## src/rtl/change_dispenser_if.sv

```systemverilog
// change_dispenser_if: request, coin-eject and display bundle of the coin-return block
//   master (requester): drives tick, req, amount
//   slave (change_dispenser): drives busy, done, coin_one, coin_half, sel, seg, dp
interface change_dispenser_if;
   logic       tick;
   logic       req;
   logic [3:0] amount;
   logic       busy;
   logic       done;
   logic       coin_one;
   logic       coin_half;
   logic [3:0] sel;
   logic [6:0] seg;
   logic       dp;
   modport master (output tick, req, amount, input busy, done, coin_one, coin_half, sel, seg, dp);
   modport slave (input tick, req, amount, output busy, done, coin_one, coin_half, sel, seg, dp);
endinterface

```

## src/rtl/change_dispenser.sv

```systemverilog
// change_dispenser: ejects change as one-yuan coins then at most one half-yuan coin, tick paced
//   clk, clr        : clock, asynchronous active-high reset
//   bus.tick        : slow pacing strobe for pulse/gap timing
//   bus.req/amount  : dispense request and amount in half-yuan units (sampled in IDLE)
//   bus.busy/done   : dispensing in progress / one-clk completion pulse
//   bus.coin_one/half : registered coin-eject pulses
//   bus.sel/seg/dp  : multiplexed 4-digit display of the change still owed
module change_dispenser #(
   parameter int PULSE_TICKS = 2,
   parameter int GAP_TICKS = 1,
   parameter int SCAN_DIV = 50000
) (
   input logic clk,
   input logic clr,
   change_dispenser_if.slave bus
);
   localparam int MAX_TICKS = PULSE_TICKS > GAP_TICKS ? PULSE_TICKS : GAP_TICKS;
   localparam int CW = $clog2(MAX_TICKS + 1);
   localparam int SW = $clog2(SCAN_DIV + 1);
   localparam logic [CW-1:0] PULSE_LAST = CW'(PULSE_TICKS - 1);
   localparam logic [CW-1:0] GAP_LAST = CW'(GAP_TICKS - 1);
   localparam logic [SW-1:0] SCAN_LAST = SW'(SCAN_DIV - 1);
   typedef enum logic [2:0] {IDLE, CHOOSE, PULSE, GAP, DONE} state_t;
   state_t state_q, state_d;
   logic [3:0] remain_q, remain_d;
   logic [CW-1:0] cnt_q, cnt_d;
   logic [SW-1:0] scan_q, scan_d;
   logic [1:0] digit_q, digit_d;
   logic one_q, one_d;
   logic busy_q, busy_d;
   logic done_q, done_d;
   logic coin_one_q, coin_one_d;
   logic coin_half_q, coin_half_d;
   function automatic logic [6:0] seg7(input logic [2:0] v);
      case (v)
         3'd0: return 7'b1111110;
         3'd1: return 7'b0110000;
         3'd2: return 7'b1101101;
         3'd3: return 7'b1111001;
         3'd4: return 7'b0110011;
         3'd5: return 7'b1011011;
         3'd6: return 7'b1011111;
         default: return 7'b1110000;
      endcase
   endfunction
   always_comb begin
      state_d = state_q;
      remain_d = remain_q;
      cnt_d = cnt_q;
      one_d = one_q;
      unique case (state_q)
         IDLE: begin
            if (bus.req) begin
               remain_d = bus.amount;
               state_d = CHOOSE;
            end
         end
         CHOOSE: begin
            cnt_d = '0;
            one_d = remain_q >= 4'd2;
            remain_d = remain_q >= 4'd2 ? remain_q - 4'd2 : 4'd0;
            state_d = remain_q == 4'd0 ? DONE : PULSE;
         end
         PULSE: begin
            if (bus.tick) begin
               cnt_d = cnt_q == PULSE_LAST ? '0 : cnt_q + 1'b1;
               state_d = cnt_q == PULSE_LAST ? GAP : PULSE;
            end
         end
         GAP: begin
            if (bus.tick) begin
               cnt_d = cnt_q == GAP_LAST ? '0 : cnt_q + 1'b1;
               state_d = cnt_q == GAP_LAST ? CHOOSE : GAP;
            end
         end
         DONE: state_d = IDLE;
         default: state_d = IDLE;
      endcase
      // busy rises one clk after acceptance and drops as DONE is entered
      busy_d = state_q != IDLE && state_d != IDLE && state_d != DONE;
      // done trails the DONE state by one clk so it comes out of a flop
      done_d = state_q == DONE;
      coin_one_d = state_d == PULSE && one_d;
      coin_half_d = state_d == PULSE && !one_d;
      scan_d = scan_q == SCAN_LAST ? '0 : scan_q + 1'b1;
      digit_d = scan_q == SCAN_LAST ? digit_q + 2'd1 : digit_q;
   end
   always_ff @(posedge clk or posedge clr) begin
      if (clr) begin
         state_q <= IDLE;
         remain_q <= '0;
         cnt_q <= '0;
         scan_q <= '0;
         digit_q <= '0;
         one_q <= 1'b0;
         busy_q <= 1'b0;
         done_q <= 1'b0;
         coin_one_q <= 1'b0;
         coin_half_q <= 1'b0;
      end else begin
         state_q <= state_d;
         remain_q <= remain_d;
         cnt_q <= cnt_d;
         scan_q <= scan_d;
         digit_q <= digit_d;
         one_q <= one_d;
         busy_q <= busy_d;
         done_q <= done_d;
         coin_one_q <= coin_one_d;
         coin_half_q <= coin_half_d;
      end
   end
   assign bus.busy = busy_q;
   assign bus.done = done_q;
   assign bus.coin_one = coin_one_q;
   assign bus.coin_half = coin_half_q;
   assign bus.sel = 4'b0001 << digit_q;
   // digit0 is the half-yuan place, digit1 the whole yuan with the point after it
   assign bus.seg = digit_q == 2'd0 ? (remain_q[0] ? 7'b1011011 : 7'b1111110) :
                    digit_q == 2'd1 ? seg7(remain_q[3:1]) : 7'b0000000;
   assign bus.dp = digit_q == 2'd1;
endmodule

```

## src/flat_wrapper.sv

```systemverilog
// flat-port wrapper written by rule: the top's interface ports become plain ports
module change_dispenser_flat 
#(
   parameter int PULSE_TICKS = 2,
   parameter int GAP_TICKS = 1,
   parameter int SCAN_DIV = 50000
)
  (clk, clr, bus_tick, bus_req, bus_amount, bus_busy, bus_done, bus_coin_one, bus_coin_half, bus_sel, bus_seg, bus_dp);
  change_dispenser_if bus_i ();
  input logic clk;
  input logic clr;
  input wire logic [$bits(bus_i.tick)-1:0] bus_tick;
  input wire logic [$bits(bus_i.req)-1:0] bus_req;
  input wire logic [$bits(bus_i.amount)-1:0] bus_amount;
  output wire logic [$bits(bus_i.busy)-1:0] bus_busy;
  output wire logic [$bits(bus_i.done)-1:0] bus_done;
  output wire logic [$bits(bus_i.coin_one)-1:0] bus_coin_one;
  output wire logic [$bits(bus_i.coin_half)-1:0] bus_coin_half;
  output wire logic [$bits(bus_i.sel)-1:0] bus_sel;
  output wire logic [$bits(bus_i.seg)-1:0] bus_seg;
  output wire logic [$bits(bus_i.dp)-1:0] bus_dp;
  assign bus_i.tick = bus_tick;
  assign bus_i.req = bus_req;
  assign bus_i.amount = bus_amount;
  assign bus_busy = bus_i.busy;
  assign bus_done = bus_i.done;
  assign bus_coin_one = bus_i.coin_one;
  assign bus_coin_half = bus_i.coin_half;
  assign bus_sel = bus_i.sel;
  assign bus_seg = bus_i.seg;
  assign bus_dp = bus_i.dp;
  change_dispenser #(.PULSE_TICKS(PULSE_TICKS), .GAP_TICKS(GAP_TICKS), .SCAN_DIV(SCAN_DIV)) u_core (.clk(clk), .clr(clr), .bus(bus_i));
endmodule
```

## config.mk

```make
export PLATFORM = sky130hd
export DESIGN_NAME = change_dispenser_flat
export DESIGN_NICKNAME = d
export VERILOG_FILES = /design/src/rtl/change_dispenser_if.sv /design/src/rtl/change_dispenser.sv /design/src/flat_wrapper.sv
export SDC_FILE = /design/constraint.sdc
export NUM_CORES = 1
export LEC_CHECK = 0
export CAP_MARGIN = 20
export CORE_MARGIN = 4
export CORE_UTILIZATION = 30
export CTS_CLUSTER_DIAMETER = 50
export DETAILED_ROUTE_END_ITERATION = 8
export DONT_BUFFER_PORTS = 1
export GPL_TIMING_DRIVEN = 1
export REMOVE_ABC_BUFFERS = 1
export SETUP_SLACK_MARGIN = 0.4
export SLEW_MARGIN = 10
export SYNTH_ARGS = -nofsm -noshare
export SYNTH_HDL_FRONTEND = slang
export SYNTH_SLANG_ARGS = --single-unit
export TNS_END_PERCENT = 100
```

## constraint.sdc

```tcl
create_clock -name clk -period 3.9 [get_ports clk]
set_input_delay 1.17 -clock clk [delete_from_list [all_inputs] [get_ports clk]]
set_output_delay 1.17 -clock clk [all_outputs]
set_load 0.02 [all_outputs]
```

* Word-level counts from Yosys, hierarchy flattened
Index checks and enable logic that the tools add are counted.
Storage, ports and cells: flip-flop bits (word level) 32, input bits 8, output and inout port bits 16, word-level logic and storage cells 71
Cells by class: $add $sub $neg 4, $lt $le $gt $ge 1, eq/ne operators 18, shift-type cells 1, multiplexer cells 21, reductions and logical operators 16
Operator list (number):
- $pmux W7 S7 | 1
- $add A16 B1 Y16 const B | 1
- $eq A16 B16 Y1 const B | 1
- $mux W16 | 1
- $eq A3 B2 Y1 const B | 5
- $mux W7 | 2
- $eq A3 B3 Y1 const B | 4
- $mux W3 | 4
- $pmux W3 S4 | 1
- $mux W2 | 5
- $reduce_bool A3 Y1 | 3
- $mux W4 | 2
- $pmux W4 S2 | 1
- $eq A3 B1 Y1 const B | 2
- $logic_not A3 Y1 | 2
- $mux W6 | 1
- $ne A2 B2 Y1 const B | 3
- $pmux W2 S3 | 1
- $add A2 B1 Y2 const B | 2
- $eq A2 B1 Y1 const B | 2
- $ge A4 B2 Y1 const B | 1
- $logic_and A1 B1 Y1 | 4
- $logic_not A2 Y1 | 2
- $logic_not A4 Y1 | 1
- other kinds (8) | 9

* Longest topological paths before layout
Gate-level depths: netlist (run 1).
depth after elaboration 7, depth in mapped cells 6, mapped depth without buffers 6

* Worst setup path before layout (run 1)
No wires, ideal clock.
path type reg2out, from register u_core.remain_q[1], to output port bus_seg[0], arrival time 1.460 ns, required time 2.730 ns, slack 1.270 ns, stages on the path, launching flop included 7, buffers on the path 0, cells stage by stage dfrtp_1 -> inv_1 -> ha_1 -> inv_1 -> a21oi_1 -> o21ai_0 -> o21ai_0
Between the ends: longest elaborated chain between the ends 4, elaborated cells on any way between the ends 10, classes of those cells 6 x eq/ne; 3 x mux; 1 x reduce/logical
Ends and longest elaborated chain:
- start: declaration | line change_dispenser.sv:25 | logic [3:0] remain_q, remain_d;
- start signal: assignment | line change_dispenser.sv:102 | remain_q <= remain_d;
- $eq A3 B3 Y1, or another cell as far along | line change_dispenser.sv:35 | case (v)
- $pmux W7 S7 (*) | line change_dispenser.sv:35
- $mux W7 (*) | line change_dispenser.sv:120 | digit_q == 2'd1 ? seg7(remain_q[3:1]) : 7'b0000000;
- $mux W7 (*) | line change_dispenser.sv:119 | assign bus.seg = digit_q == 2'd0 ? (remain_q[0] ? 7'b1011011 : 7'b1111110) :
- end: declaration | line flat_wrapper.sv:20 | output wire logic [$bits(bus_i.seg)-1:0] bus_seg;
Mark *: on every way between the ends. The rest lies on a longest branch, timed or not.

* Final worst setup path (run 1)
Ends and elaborated chain as after synthesis.

==> impl_results.md, run 1 <==
- CTS buffer count: 5
- Vias: 1,304
- CTS Sinks: 32
- Sw Share: 0.359
- Clock Skews: between 7 and 8 ps
- Initial antenna violation count: 0
- Port Buffers: 0
- Power per cell area: between 600 and 700 nW/um^2
- Wirelength per Cell: between 10 and 15 um
- Final core utilization: 0.341
- Psw: ~0.00043 W
- Complex-gate fraction of the synthesized area: 0.117
- DRT Pass-1 Iters: 4
- Vias in the first global route: approximately 1,200
- Final TNS setup: 0 ps
- FF+latch count, synth: 32
- Final period util: 0.782
- Max Freq: between 300 and 400 MHz
- Synth area leaders: dfrtp_1 44%, ha_1 9.0%, xnor2_1 4.4%
- FP Rows: 28
- Global-route wire length before repair: 5730 um
- Pin count of the biggest net entering global routing: 33
- Total grt overflow: 0
- Number of buffers inserted by hold repair at cts: 0
- Fin. max-slew vios: 0
- Initial Utilization: 0.308
- Ports: 24
- Die area: 7340 um^2
- CTS root buf: clkbuf_8
- RSZ-0062 raised after global routing: no
- Sequential Power Share: 0.409
- Mapped Avg Cell Area: around 10 um^2
- Cells after Synth: between 150 and 200
- WP data required: about 2700 ps
- H-tree depth: 2
- Slew margin rel.: 0.560
- Final Critical Period: 3050 ps
- Seq/Total Area, Yosys: 0.442
- Area delta synth->final: 10.8%
- Setup violators final: 0
- Post-route ant nets: 0
- Finished Cell Area: 2010 um^2
- Post-CTS Setup Bufs: 0
- Pre-CTS setup slack: 1140 ps
- Critical path class: flip-flop to output port
- Clock Latency Late Sink: between 200 and 300 ps
- Number of flops mapped to enable cells by yosys: 0
- Largest family of logic cells by synthesized area: simple AND/OR/NAND/NOR gates
- Arr. time, crit path: 1880 ps
- Top FF cell, synth: dfrtp_1
- # Max-Cap Violations: 0
- Gpl congestion: 0.829
- Internal power: a little under 0.0008 W
- Dpl cell area: approximately 1900 um^2
- N_diodes: 0
- Post-route setup slack: about 850 ps
- Adder-Cell Fraction of Synth Area: 0.0898
- Die height: approximately 86 um
- Clock power frac: 0.284
- Number of gates resized after CTS: 0
- Post-synth ARST share: 1.00
- Initial DRC Count: 77
- Area share of xor/xnor cells in the synthesized design: 0.0581
- Worst-path clk slew: 70 ps
- CP Capture Type: output port
- DRC viols: 0
- Peak supply drop: around 0.25 mV
- Total Routing Usage GR: 0.0976
- WL final: 3310 um
- Comb pwr share: 0.307
- NumNets Final: 209
- DR vias/cell: 4.94
- Cell taking the most area after synthesis: dfrtp_1
- Filler cells: just over 600
- Cell area after synthesis: 1810 um^2
- Status: completed
- Synth warn: 0
- Crit path max fanout: 6
- CTS tree: built
- Clock tree buffer depth: 2
- Share of layout cells above drive strength 1: 0.101
- HP Class: flip-flop to flip-flop
- Mux cell area share after synthesis: 0.0166
- Post-synth top area share: 0.442
- Post-synthesis simple-gate area fraction: 0.223
- Hold Vio Cnt, Final: 0
- Core area: slightly below 6000 um^2
- Distinct cells, synth: between 40 and 50
- Slew at the pin closest to its max-slew limit: between 600 and 700 ps
- Die width: 85.7 um
- Dpl hpwl: 2410 um
- Cell leakage power: around 0.86 nW
- Startpoint types: flip-flop
[layout make-up]
type / count / area [um^2] / area share
well taps: 75 / 93.8 / 0.0468
clock inverters: 1 / 30.0 / 0.0150
multi-input cells: 133 / 913 / 0.455
clock buffers: 7 / 96.3 / 0.0480
repair buffers: 3 / 22.5 / 0.0112
flip-flops and latches: 32 / 801 / 0.399
inverters: 13 / 48.8 / 0.0243
[worst paths after layout]
| path | from | to | slack, ps | cells past startpoint |
|---|---|---|---|---|
| setup / recovery | u_core.remain_q[1]$_DFFE_PP0P_ | bus_seg[0] | 850 | 6 |
| hold / removal | u_core.scan_q[0]$_DFF_PP0_ | u_core.scan_q[0]$_DFF_PP0_ | 490 | 1 |
| setup reg to reg | u_core.scan_q[0]$_DFF_PP0_ | u_core.scan_q[14]$_DFF_PP0_ | 2170 | 6 |
| hold reg to reg | u_core.scan_q[0]$_DFF_PP0_ | u_core.scan_q[0]$_DFF_PP0_ | 490 | 1 |
| max in group asynchronous | clr | u_core.remain_q[1]$_DFFE_PP0P_ | 2760 | 2 |
| min in group asynchronous | clr | u_core.scan_q[7]$_DFF_PP0_ | 860 | 2 |
[metal layers]
layer / vias to the layer above / part of all wire / track usage
li1: 647 / - / -
met5: - / 0 / 0
met4: 0 / 0.020 / 0.0388
met1: 620 / 0.47 / 0.124
met2: 30 / 0.44 / 0.151
met3: 7 / 0.063 / 0.0355
[power groups by stage]
stage / Sequential, W / Combinational [W] / Clock, W
3_5_place_dp: 0.000504 / 0.000374 / 0
5_1_grt: 0.000508 / 0.000427 / 0.000373
2_1_floorplan: 0.000480 / 0.000313 / 0
6_report: 0.000494 / 0.000371 / 0.000343
3_3_place_gp: 0.000500 / 0.000371 / 0
4_1_cts: 0.000497 / 0.000376 / 0.000356
[critical path, cell delays in order, from the launching register on]
cell and delay (ps):
dfrtp_1 430, inv_1 150, ha_1 220, inv_1 80
a21oi_1 110, o21ai_0 80, o21ai_0 530
[cells by family after synthesis]
family,after synthesis
simple gates,73
compound gates,32
fa+ha+maj,13
flops,32
buf+inv,19
xor+xnor,12
mux,3
[flip-flops by register name, summed over array words and instances, names as in the netlist]
register / cells
u_core.one_q: 1
u_core.bus.coin_one: 1
u_core.digit_q: 2
u_core.bus.coin_half: 1
u_core.remain_q: 4
u_core.state_q: 3
u_core.bus.done: 1
u_core.cnt_q: 2
u_core.bus.busy: 1
u_core.scan_q: 16
[stage by stage]
step / hold slack (ps) / cells / total power, W
final: 493 / 264 / 0.00121
after global routing: 526 / 264 / 0.00131
after CTS: 490 / 263 / 0.00123
after detailed placement: 480 / 255 / 0.000878
after global placement: 479 / 255 / 0.000871
after floorplan: 455 / 178 / 0.000792
[cells in the mapped netlist (2+ instances only)]
master	instances
dfrtp_1	32
nor2_1	20
nand2_1	15
ha_1	13
inv_1	12
o21ai_0	10
xnor2_1	9
a21oi_1	7
nand3_1	7
nor3_1	7
nand2b_1	5
nand4_1	5
mux2i_1	3
nor2b_1	3
xor2_1	3
a21o_1	2
buf_2	2
buf_4	2
buf_6	2
nand4bb_1	2
o22ai_1	2
or3_1	2
[cells in the final DEF (no fill, tap or decap), types with 2 or more instances in the layout]
cell,count
dfrtp_1,32
nor2_1,20
nand2_1,15
ha_1,13
inv_1,12
o21ai_0,10
xnor2_1,9
a21oi_1,7
nand3_1,7
nor3_1,7
clkbuf_8,7
nand4_1,5
nand2b_1,5
mux2i_1,3
xor2_1,3
nor2b_1,3
buf_4,3
nand4bb_1,2
or3_1,2
a21o_1,2
o22ai_1,2
No activity file was read; power rests on OpenSTA's default activity.
==> run 2: changes to the inputs <==
==> constraint.sdc (replaced) <==
create_clock -name clk -period 3.1 [get_ports clk]
set_input_delay 0.93 -clock clk [delete_from_list [all_inputs] [get_ports clk]]
set_output_delay 0.93 -clock clk [all_outputs]
set_load 0.02 [all_outputs]
==> run 2 against run 1 <==
Sequential share of layout area about the same. First-iteration DRC count fell by 7.8%. Routed wire length is 0.39% lower. Sequential power rose by 27%. Die area stayed put. Flip-flop and latch count did not move. Count of clock-buffer cells in the layout is 1 lower. Core utilization about the same. Global-route usage increased by 0.086 points. Via count decreased by 2.0%. Worst setup slack got worse by 350 ps. Power grew 20%. Critical path type unchanged. Largest cell class unchanged.
==> impl_results.md, run 2 (same netlist as run 1, synthesis figures left out) <==
- N_diodes: 0
- Final TNS setup: 0 ps
- Worst-path clk slew: 60 ps
- Max reg flops: 16
- DR vias/cell: slightly below 5
- Biggest register: u_core.scan_q
- Gpl congestion: 0.796
- Die area: between 7000 and 8000 um^2
- Largest registers: u_core.scan_q: 16 flops, u_core.remain_q: 4 flops, u_core.state_q: 3 flops
- CTS Sinks: 32
- Final cell count without fillers: between 200 and 300
- Vias in the first global route: 1,263
- Die width: 85.7 um
- Max Freq: a little under 400 MHz
- RSZ-0062 raised after global routing: yes
- DRT Pass-1 Iters: 4
- Clock Latency Late Sink: between 200 and 300 ps
- Clock Skews: between 5 and 6 ps
- Status: completed
- Finished Cell Area: ~2000 um^2
- Fin. max-slew vios: 0
- CTS tree: built
- Cells after DPL: roughly 260
- Pre-CTS setup slack: around 600 ps
- Total grt overflow: 0
- Initial Utilization: 0.308
- NumNets Final: roughly 210
- Post-route ant nets: 0
- Initial antenna violation count: 0
- Peak supply drop: ~0.32 mV
- Initial DRC Count: between 70 and 80
- Final core utilization: 0.340
- CTS buffer count: 5
- Slew at the pin closest to its max-slew limit: around 530 ps
- Ports: 24
- # Max-Cap Violations: 0
- HP Class: flip-flop to flip-flop
- Port Buffers: 0
- Clock tree buffer depth: 2
- Slew margin rel.: 0.641
- Setup violators final: 0
- Area occupied by multi-input gates: 945 um^2
- Power per cell area: 722 nW/um^2
- Crit path max fanout: 9
- Most frequent cells in the layout: 32 x dfrtp_1, 20 x nor2_1, 15 x nand2_1, 11 x inv_1, 10 x ha_1
- DRC viols: 0
- WP data required: roughly 2200 ps
- Final period util: 0.838
- Dpl cell area: approximately 1900 um^2
- Vias: around 1,300
- Core area: about 5900 um^2
- FP Rows: 28
- Pin count of the biggest net entering global routing: 33
- Arr. time, crit path: between 1500 and 2000 ps
- Startpoint types: flip-flop
- CP Capture Type: output port
- Die height: 85.7 um
- WL final: approximately 3300 um
- CTS root buf: clkbuf_8
- Reg area: between 800 and 900 um^2
- Hold Vio Cnt, Final: 0
- Global-route wire length before repair: 5880 um
- Final Critical Period: roughly 2600 ps
- Critical path class: flip-flop to output port
- Total Routing Usage GR: 0.0985
- Wirelength per Cell: roughly 12 um
- Most common cell after layout, fill and taps aside: dfrtp_1
- Post-route setup slack: around 500 ps
- Filler cells: between 600 and 700
- Share of layout cells above drive strength 1: 0.132
- Cell leakage power: about 0.85 nW
- Area delta synth->final: 10.6%
- Dpl hpwl: approximately 2400 um
- H-tree depth: 2
run 2: through the flow:
step                power [W]  hold slack [ps]
floorplan            0.000997              455
detailed placement    0.00111              480
CTS                   0.00143              490
global route          0.00157              520
global placement      0.00110              479
finish                0.00145              495
run 2: area by class of cell:
class                           count  share of cell area
Multi-Input combinational cell    133               0.472
Clock inverter                      1             0.00250
Tap cell                           75              0.0468
Clock buffer                        6              0.0362
Inverter                           13              0.0244
Sequential cell                    32               0.400
Timing Repair Buffer                5              0.0187
run 2: critical path, stage by stage (launching register included):
cell     delay (ps)
dfrtp_1         400
inv_1           120
ha_1            450
nor2b_1         120
o21ai_0         110
nand2_1         190
run 2: routing by layer:
metal | up-vias | global-route usage | routed length, um
met5 | - | 0 | 0
met4 | 0 | 0.0388 | 36
met3 | 2 | 0.0288 | 177
met2 | 28 | 0.161 | 1540
met1 | 604 | 0.122 | 1540
li1 | 644 | - | -
run 2: worst paths after layout:
kind	from	end	slack, ps	depth (start not counted)
worst min register to register	u_core.scan_q[0]$_DFF_PP0_	u_core.scan_q[0]$_DFF_PP0_	490	1
worst max-delay path	u_core.digit_q[0]$_DFFE_PP0N_	bus_seg[2]	500	5
min in group asynchronous	clr	u_core.scan_q[2]$_DFF_PP0_	630	2
worst min-delay path	u_core.scan_q[0]$_DFF_PP0_	u_core.scan_q[0]$_DFF_PP0_	490	1
max in group asynchronous	clr	u_core.scan_q[12]$_DFF_PP0_	2180	2
worst max register to register	u_core.scan_q[0]$_DFF_PP0_	u_core.scan_q[9]$_DFF_PP0_	1240	6
run 2: report_power, final:
group	internal (W)	switching [W]	total, W
combinational	0.000239	0.000290	0.000529
clock	0.000152	0.000140	0.000292
sequential	0.000492	0.000133	0.000625
total	0.000883	0.000563	0.00145
run 2: repair_timing:
item	in CTS	in global routing
pin swaps	0	0
endpoints found under the setup margin	3	4
hold buffers	0	0
resized for setup	1	8
setup buffers	1	0
==> run 3: changes to the inputs <==
==> constraint.sdc (replaced) <==
create_clock -name clk -period 2.39 [get_ports clk]
set_input_delay 0.717 -clock clk [delete_from_list [all_inputs] [get_ports clk]]
set_output_delay 0.717 -clock clk [all_outputs]
set_load 0.02 [all_outputs]
==> run 3 against run 2 <==
Count of clock-buffer cells in the layout up 2. Routed wire length grew 8.7%. Die area is the same. Non-clock buffer count is 6 higher. Final area grew 6.7%. Flip-flop and latch count is the same. First-iteration DRC count fell by 20%. Sequential power up 34%. Final cell count rose by 2.6%. Combinational power grew 53%. Critical path type unchanged. Critical path depth up 1. Core utilization increased by 2.3 points.
==> impl_results.md, run 3 (same netlist as run 1, synthesis figures left out) <==
- Hold Vio Cnt, Final: 0
- Dpl hpwl: approximately 2400 um
- Core area: 5890 um^2
- CTS Sinks: 32
- Wirelength per Cell: between 10 and 15 um
- Filler cells: approximately 580
- Peak supply drop: 0.404 mV
- CTS buffer count: 5
- Global-route wire length before repair: approximately 6200 um
- Fin. max-slew vios: 0
- Area occupied by multi-input gates: ~1000 um^2
- RSZ-0062 raised after global routing: yes
- Critical path class: flip-flop to output port
- Most frequent cells in the layout: 30 x dfrtp_1, 20 x nor2_1, 13 x nand2_1, 10 x buf_4, 9 x xnor2_1
- Area delta synth->final: 18.0%
- DRC viols: 0
- Share of layout cells above drive strength 1: 0.213
- Arr. time, crit path: between 1500 and 2000 ps
- RR Startpoint: u_core.scan_q[0]$_DFF_PP0_
- WP data required: 1670 ps
- Initial Utilization: 0.308
- Startpoint types: flip-flop
- Pin count of the biggest net entering global routing: 33
- H-tree depth: 2
- FP Rows: 28
- Initial antenna violation count: 0
- Die area: approximately 7300 um^2
- # Max-Cap Violations: 0
- CTS root buf: clkbuf_8
- HP Class: input pin to asynchronous set/reset pin
- Power per cell area: about 970 nW/um^2
- Vias in the first global route: 1,315
- Vias: 1,331
- Max reg flops: 16
- Slew at the pin closest to its max-slew limit: approximately 460 ps
- Die height: ~86 um
- Largest registers: u_core.scan_q: 16 flops, u_core.remain_q: 4 flops, u_core.state_q: 3 flops
- WL final: ~3600 um
- CP Capture Type: output port
- Flop-to-flop setup slack: roughly 570 ps
- Cell leakage power: about 0.88 nW
- Setup violators final: 0
- FF-to-FF End: u_core.scan_q[9]$_DFF_PP0_
- Clock Skews: a little over 4 ps
- Most common cell after layout, fill and taps aside: dfrtp_1
- DRT Pass-1 Iters: 4
- Worst-path clk slew: 60 ps
- Port Buffers: 0
- Total grt overflow: 0
- Final core utilization: 0.363
- Initial DRC Count: 57
- CTS tree: built
- Total Routing Usage GR: 0.106
- N_diodes: 0
- Final TNS setup: 0 ps
- Die width: 85.7 um
- Reg area: roughly 800 um^2
- Crit path max fanout: 5
- R2R depth: 6
- Status: completed
- Final Critical Period: between 2000 and 2500 ps
- Max Freq: around 430 MHz
- Ports: 24
- NumNets Final: 217
- Post-route ant nets: 0
- DR vias/cell: roughly 4.9
- Clock tree buffer depth: 2
- Slew margin rel.: 0.688
- Final period util: 0.973
- Gpl congestion: just over 0.8
- Number of buffers inserted by hold repair at cts: 0
- Clock Latency Late Sink: around 280 ps
- Biggest register: u_core.scan_q
- Pwr Total: slightly above 0.002 W
==> run 3: cell types whose count changed in the layout (fill, tap and decap cells not counted), sizes merged <==
cell,change
clkinv,-1
clkbuf,+2
buf,+6
==> run 3: metrics by stage <==
stage | std cells | instance area (um^2) | worst slack (ps) | hold slack [ps]
2_1_floorplan | 178 | 1760 | 95.0 | 455
3_3_place_gp | 258 | 1890 | 167 | 480
5_1_grt | 272 | 2140 | -38.3 | 436
3_5_place_dp | 258 | 1890 | 82.0 | 487
6_report | 272 | 2140 | 64.0 | 406
4_1_cts | 270 | 2100 | 23.4 | 419
==> run 3: timing repair <==
item / 4_1_cts / 5_1_grt
resized for setup: 26 / 8
cloned: 0 / 0
hold endpoints to repair: 0 / 0
buffers inserted: 4 / 2
pin swaps: 8 / 9
endpoints found under the setup margin: 10 / 10
==> run 3: layout make-up <==
cell class	instances	area share
Sequential cell	32	0.376
Multi-Input combinational cell	133	0.472
Tap cell	75	0.0439
Timing Repair Buffer	11	0.0404
Inverter	13	0.0252
Clock buffer	8	0.0422
==> run 3: power by group <==
group | internal [W] | switching [W]
combinational | 0.000385 | 0.000422
sequential | 0.000642 | 0.000194
clock | 0.000235 | 0.000187
total | 0.00126 | 0.000803
==> run 3: worst max-delay path by stage <==
stage,startpoint,to,slack [ps]
floorplan,u_core.digit_q[1]$_DFFE_PP0N_,bus_seg[0],90
CTS,u_core.remain_q[1]$_DFFE_PP0P_,bus_seg[6],20
global placement,u_core.remain_q[1]$_DFFE_PP0P_,bus_seg[6],170
detailed placement,u_core.remain_q[1]$_DFFE_PP0P_,bus_seg[6],80
finish,u_core.remain_q[2]$_DFFE_PP0P_,bus_seg[6],60
global route,u_core.remain_q[2]$_DFFE_PP0P_,bus_seg[0],-40
==> run 3: critical path, cell delays in order (launching register included) <==
cell	delay, ps
dfrtp_2	450
inv_4	80
ha_4	180
nor3_4	210
a22oi_1	110
o21ai_1	130
nand2b_1	170
==> run 3: metal layers <==
layer	track usage	vias to the layer above	share of wire	wire length, um
li1	-	663	-	-
met1	0.123	636	0.44	1580
met2	0.173	26	0.48	1710
met3	0.0336	6	0.058	206
met4	0.0619	0	0.025	89
met5	0	-	0	0
